[src/rtl/fetch_sequencer.sv]
// fetch_sequencer: fetch/decode sequencer for a 12-bit instruction set.
// Fetches from program memory, resolves control flow locally and issues ALU ops to the datapath.
module fetch_sequencer #(
  parameter logic [8:0] PC_RESET    = 9'h000,
  parameter int         ACK_TIMEOUT = 15
) (
  input  logic        clk,
  input  logic        rst,
  input  logic        run,
  output logic [8:0]  mem_addr,
  output logic        mem_req,
  input  logic        mem_ack,
  input  logic [11:0] mem_data,
  output logic [11:0] instr,
  output logic        issue,
  input  logic        dp_done,
  input  logic        dp_zero,
  output logic [8:0]  pc,
  output logic        halted,
  output logic        fault
);

  // state  | meaning
  // IDLE   | waiting for run
  // FETCH  | mem_req high, waiting for mem_ack (bounded by ACK_TIMEOUT)
  // DECODE | instr valid; resolve control flow or issue an ALU op
  // EXEC   | datapath busy, waiting for dp_done
  // HALT   | HALT executed; terminal until rst
  // FAULT  | fetch timeout or illegal opcode; terminal until rst
  typedef enum logic [2:0] {
    S_IDLE   = 3'd0,
    S_FETCH  = 3'd1,
    S_DECODE = 3'd2,
    S_EXEC   = 3'd3,
    S_HALT   = 3'd4,
    S_FAULT  = 3'd5
  } state_t;

  localparam int            CW    = (ACK_TIMEOUT > 2) ? $clog2(ACK_TIMEOUT) : 1;
  localparam logic [CW-1:0] LIMIT = CW'(ACK_TIMEOUT - 1);

  // opcode sits in the most significant nibble (bit 0 of the ISA numbering is the MSB)
  localparam logic [3:0] OP_NOP  = 4'h0;
  localparam logic [3:0] OP_ADD  = 4'h1;
  localparam logic [3:0] OP_ADC  = 4'h2;
  localparam logic [3:0] OP_MOV  = 4'h3;
  localparam logic [3:0] OP_LDI  = 4'h4;
  localparam logic [3:0] OP_JZ   = 4'hD;
  localparam logic [3:0] OP_JMP  = 4'hE;
  localparam logic [3:0] OP_HALT = 4'hF;

  state_t        state, state_nxt;
  state_t        fetch_or_idle;
  logic [8:0]    pc_nxt;
  logic [8:0]    pc_inc;
  logic [8:0]    target;
  logic [11:0]   instr_nxt;
  logic [3:0]    opcode;
  logic [CW-1:0] tmo, tmo_nxt;

  assign opcode        = instr[11:8];
  assign target        = {1'b0, instr[7:0]};
  assign pc_inc        = pc + 9'd1;
  assign fetch_or_idle = run ? S_FETCH : S_IDLE;

  always_ff @(posedge clk) begin
    if (rst) begin
      state <= S_IDLE;
      pc    <= PC_RESET;
      instr <= 12'h000;
      tmo   <= '0;
    end else begin
      state <= state_nxt;
      pc    <= pc_nxt;
      instr <= instr_nxt;
      tmo   <= tmo_nxt;
    end
  end

  always_comb begin
    state_nxt = state;
    pc_nxt    = pc;
    instr_nxt = instr;
    tmo_nxt   = tmo;
    issue     = 1'b0;
    unique case (state)
      S_IDLE: begin
        if (run) state_nxt = S_FETCH;
      end
      S_FETCH: begin
        // an ack arriving on the limit cycle still wins over the timeout
        if (mem_ack) begin
          instr_nxt = mem_data;
          tmo_nxt   = '0;
          state_nxt = S_DECODE;
        end else if (tmo == LIMIT) begin
          tmo_nxt   = '0;
          state_nxt = S_FAULT;
        end else begin
          tmo_nxt   = tmo + CW'(1);
        end
      end
      S_DECODE: begin
        unique case (opcode)
          OP_NOP: begin
            pc_nxt    = pc_inc;
            state_nxt = fetch_or_idle;
          end
          OP_ADD, OP_ADC, OP_MOV, OP_LDI: begin
            issue     = 1'b1;
            state_nxt = S_EXEC;
          end
          OP_JZ: begin
            pc_nxt    = dp_zero ? target : pc_inc;
            state_nxt = fetch_or_idle;
          end
          OP_JMP: begin
            pc_nxt    = target;
            state_nxt = fetch_or_idle;
          end
          OP_HALT: state_nxt = S_HALT;
          default: state_nxt = S_FAULT;
        endcase
      end
      S_EXEC: begin
        if (dp_done) begin
          pc_nxt    = pc_inc;
          state_nxt = fetch_or_idle;
        end
      end
      S_HALT:  state_nxt = S_HALT;
      S_FAULT: state_nxt = S_FAULT;
      default: state_nxt = S_IDLE;
    endcase
  end

  assign mem_addr = pc;
  assign mem_req  = (state == S_FETCH);
  assign halted   = (state == S_HALT);
  assign fault    = (state == S_FAULT);

endmodule

[config.mk]
export PLATFORM = sky130hd
export DESIGN_NAME = fetch_sequencer
export DESIGN_NICKNAME = d
export VERILOG_FILES = /design/src/rtl/fetch_sequencer.sv
export SDC_FILE = /design/constraint.sdc
export NUM_CORES = 1
export LEC_CHECK = 0
export CORE_MARGIN = 1.5
export CORE_UTILIZATION = 46
export DETAILED_ROUTE_END_ITERATION = 8
export GPL_TIMING_DRIVEN = 0
export PLACE_DENSITY = 0.82
export SLEW_MARGIN = 10
export SYNTH_ARGS = -nofsm -noshare
export SYNTH_HDL_FRONTEND = slang
export SYNTH_SLANG_ARGS = --single-unit
[constraint.sdc]
create_clock -name clk -period 1.88 [get_ports clk]
set_input_delay 0.376 -clock clk [delete_from_list [all_inputs] [get_ports clk]]
set_output_delay 0.376 -clock clk [all_outputs]
set_load 0.005 [all_outputs]
Word-level counts from Yosys, hierarchy flattened. Cells that the tools add are included.

Flip-flop bits (word level): 28. Input bits: 18. Output and inout port bits: 34. Word-level logic and storage cells: 46.

$add $sub $neg: 2. Equality and inequality tests: 17. Muxes and demuxes: 15. Reduce and logical (&&, ||, !) cells: 8.

Operator list (number): 9-bit case mux with 3 select lines (1); 9-bit two-way mux (2); 3-bit case mux with 6 select lines (1); 9-bit case mux with 2 select lines (1); 4-bit equality test (second input constant) (4); 3-bit two-way mux (4); 9-bit by 1-bit adder with 9-bit output (second input constant) (1); 3-bit case mux with 3 select lines (1); 4-bit by 2-bit equality test with 1-bit output (second input constant) (2); 4-bit two-way mux (2); 3-bit by 2-bit equality test with 1-bit output (second input constant) (2); 3-bit equality test (second input constant) (2); 3-bit AND reduction (2); 4-bit by 1-bit adder with 4-bit output (second input constant) (1); 4-bit by 1-bit equality test with 1-bit output (second input constant) (1); 4-bit by 3-bit equality test with 1-bit output (second input constant) (1); 4-bit logical NOT (1); 2-bit inequality test (second input constant) (2); 4-bit inequality test (second input constant) (1); 4-bit OR reduction (1); 3-bit by 1-bit equality test with 1-bit output (second input constant) (1); 3-bit logical NOT (1); 1-bit two-way mux (3); 3-bit by 1-bit inequality test with 1-bit output (second input constant) (1); other kinds (3) (3).

Depth between registers and ports, before layout.
Depth in word-level cells: 4. Depth in mapped cells: 8. Mapped depth without buffers: 6.

Worst setup path after synthesis. Ideal clock, no wire load.

Path kind: register to register. From: reg instr[9]. To: reg pc[2] (netlist: mem_addr[2]). Data arrival time: 1.505 ns. Path slack: 0.243 ns. Stages on the path, launching flop included: 9. Clock period less this slack: 1.637 ns. Path through: dfxtp_1 -> buf_4 -> nand3b_1 -> a221oi_4 -> buf_6 -> buf_4 -> nor2_1 -> o21ai_0 -> a21oi_1.

Cells in the longest elaborated chain, start to end: 3. Elaborated cells between the ends (all ways): 7. Classes of those cells: 3 x eq/ne; 2 x mux; 2 x reduce/logical.

Ends and longest elaborated chain: start: declaration (RTL line 14) `output logic [11:0] instr,`; start signal: assignment (RTL line 75) `instr <= instr_nxt;`; 4-bit equality test or 4-bit logical NOT (tied branches) (RTL line 104) `unique case (opcode)`; 9-bit case mux with 3 select lines or 4-bit inequality test (tied branches); 9-bit case mux with 2 select lines or 3-bit AND reduction (tied branches); end signal: assignment (RTL line 74) `pc <= pc_nxt;`; end: declaration (RTL line 18) `output logic [8:0] pc,`.

Several ways; a longest one is shown, not always the timed one. A chain may end at the register's enable or synchronous reset.

Worst setup path after layout.
From: reg state[0]. To: out issue.

Cells in the longest elaborated chain, start to end: 2.

Ends and longest elaborated chain: start: declaration (RTL line 52) `state_t state, state_nxt;`; start signal: assignment (RTL line 73) `state <= state_nxt;`; 3-bit by 2-bit equality test with 1-bit output (RTL line 86) `unique case (state)`; 1-bit two-way mux (RTL line 86); end: declaration (RTL line 15) `output logic issue,`.

Every way passes these cells.

==> reports/metrics.cfg <==
[global_routing]
met1_usage = 0.308
grt_use_met2 = 0.370
grt_start_max_net_pins = 17
grt_most_used_layer = met2
grt_util_met3 = 0.0179
grt_pass1_vias = 1652
grt.overflow.total = 0
antenna_found_initial = 0
grt_usage = 0.227
grt_pass1_wl_mm = 7.51

[power_and_ir_drop]
total_power_mw = 2.03
leakage_nw = 0.942
p_comb_frac = 0.430
p_per_area_mw_per_mm2 = 818
p_seq_frac = 0.371
power.internal_mw = 1.35
clockPowerShare = 0.199
p_switching_mw = 0.684
p_sw_frac = 0.336
ir_drop_v = 0.000418

[clock_tree]
clk_path_buf_depth = 2
cts.sinks = 28
htree_levels = 1
clock_latency_ns = 0.33
hold_buffers = 0
root_buffer = clkbuf_4
cts_tree = yes
cts-buffers-inserted = 3
path_clk_slew_ns = 0.16

[floorplanning]
rows = 21
die_h_um = 63.4
io_pins = 52
die_width_um = 63.4
core_mm2 = 0.00342
start_util = 0.491
dieArea_mm2 = 0.00402

[cells_and_area]
stdcell_count = 322
final_util = 0.729
multi_input_area_um2 = 937
fin_nets = 298
drive_above_1_share = 0.246
n_antenna_cell = 0
n_fill_cell = 265
syn2layout_area_growth_pct = 48.4
seqCellArea_um2 = 582

[synthesis]
yosys-top-cells-area = dfxtp_1 33%, a21oi_1 7.8%, nand2_1 7.2%
seq_area_frac_synth = 0.334
synth_common_cells = 32 x nand2_1, 28 x dfxtp_1, 26 x a21oi_1, 13 x nor2_1, 12 x buf_4
syn_inst = 203
synth_adder_area_share = 0.0284
ys_ff_latch = 28
synth.mux.area_fraction = 0.0119
async_flop_share = 0
synth_ff_type = dfxtp_1
synthXorXnorAreaFrac = 0.00522
yosys.area_share.simple = 0.262
netlist_area_mm2 = 0.00168
post-synth-top-count-cell = nand2_1
synth-compound-area-share = 0.231
yosysTopAreaCellShare = 0.334
synth.avg_cell_area_um2 = 8.26
synth_top_family_by_area = simple AND/OR/NAND/NOR gates
synth_edf_count = 0
synth_top_area_cell = dfxtp_1
ys_warn_count = 0
syn_nets = 224
yosys.cell_types.count = 51

[run]
drv_cap = 0

[sta]
tightest_slew_ns = 0.524
max_freq_mhz = 509
finalCritPeriodShare = 1.04
setup_ws_ns = -0.0829
finalClockSkew_ns = 0.00750
drv_slew = 0
finalSetupViolations = 1
period_minus_slack_ns = 1.96
finalHoldViolations = 0
fin_setup_tns_ns = -0.0829
max-slew-margin-rel = 0.651
rsz0062_at_grt = true

[worst_setup_path]
cp_max_fo = 10
startpoint_type = register
rr_startpoint = state[0]
crit_path_end_kind = output pin
path_class = reg2out
rrSetupSlack_ns = 0.08
arrival_ns = 1.59
reg2reg_depth = 6
rr_endpoint = state[0]
required_ns = 1.50

[min_path]
hold_end = instr[3]
hp-start = instr[3]
holdPathStages = 2
hp-class = reg2reg

[route]
wire_per_inst_um = 14.2
drtIter0Drc = 124
wl_mm = 4.58
vias = 1754
drc = 0
vias_per_cell = 5.45
drtAntennaViolNets = 0
detail_route.first_pass.iterations = 4

[status]
status = finished with violations
violations = setup timing

[place]
pre_cts_ws_ns = -0.252
dp_hpwl_mm = 2.91
place_inst = 300
io_buffers = 51
gp_congestion = 0.849

cell usage in the layout (no fill, tap or decap), types with 2 or more instances in the layout:
cell	netlist	routed
buf_2	3	2
clkbuf_1	3	2
mux2i_1	2	2
a311oi_1	5	5
dfxtp_4	0	4
o32ai_1	2	2
a32oi_1	2	2
dfxtp_2	0	5
and3_1	2	2
nand4_1	4	4
clkdlybuf4s50_1	0	47
nand3_1	4	4
nor2_4	0	2
o22ai_1	2	2
ha_1	3	3
inv_1	6	5
buf_4	12	31
nand2b_1	2	2
a21oi_1	26	26
nand2_1	32	31
dfxtp_1	28	19
nor3_1	3	2
nor2_1	13	12
clkbuf_4	0	3
o21ai_0	8	8
dlygate4sd2_1	0	3
buf_6	4	5
a211oi_1	2	2
nor2b_1	6	6
per-stage QoR:
step	hold WS [ns]	cell area [µm²]
5_1_grt	0.514	2490
3_5_place_dp	0.476	2240
6_report	0.497	2490
2_1_floorplan	0.465	1680
4_1_cts	0.498	2430
3_3_place_gp	0.466	2240
how the worst max path moves through the flow:
stage	from	endpoint	slack (ns)	cells past startpoint
2_1_floorplan	instr[9]	mem_addr[2]	0.24	8
3_3_place_gp	instr[9]	issue	-0.27	5
3_5_place_dp	instr[8]	issue	-0.25	5
4_1_cts	instr[10]	issue	-0.11	5
5_1_grt	state[0]	issue	-0.13	4
6_report	state[0]	issue	-0.08	4
repair_timing:
| action | in CTS | in global routing |
|---|---|---|
| setup buffers | 14 | 7 |
| endpoints found under the setup margin | 4 | 7 |
| endpoints found under the hold margin | 0 | 0 |
| pin swaps | 4 | 2 |
| resized for setup | 29 | 5 |
area by class of cell:
type | instances | area share
clock buffer | 3 | 0.00905
multi-input combinational | 145 | 0.377
timing repair buffer | 72 | 0.265
buffer | 21 | 0.0714
sequential | 28 | 0.234
inverter | 6 | 0.00905
clock inverter | 1 | 0.0121
tap | 46 | 0.0231
logic make-up after synthesis:
family | after synthesis
mux | 2
xor+xnor | 1
buf+inv | 30
simple gates | 82
compound gates | 56
fa+ha+maj | 4
flops | 28
registers in the layout (all words and copies together), names as in the netlist:
name and cells:
state 3, instr 12, mem_addr 9, tmo 4
power by group through the flow:
stage | registers (mW) | clock network [mW] | logic [mW]
after floorplan | 0.731 | 0 | 0.457
after global placement | 0.743 | 0 | 0.698
after detailed placement | 0.745 | 0 | 0.707
after CTS | 0.752 | 0.406 | 0.821
after global routing | 0.765 | 0.432 | 0.953
final | 0.755 | 0.405 | 0.875
metal layers:
metal / wire length [µm] / part of all wire / vias up
li1: - / - / 856
met1: 2040 / 0.45 / 805
met2: 2160 / 0.47 / 81
met3: 278 / 0.061 / 12
met4: 99 / 0.022 / 0
met5: 0 / 0 / -
worst max-delay path, stage by stage (launching register included):
cell and delay [ns]:
dfxtp_4 0.37, buf_6 0.13, or4_4 0.54, nor2_4 0.10, buf_2 0.12
(Power assumes the default switching activity.)
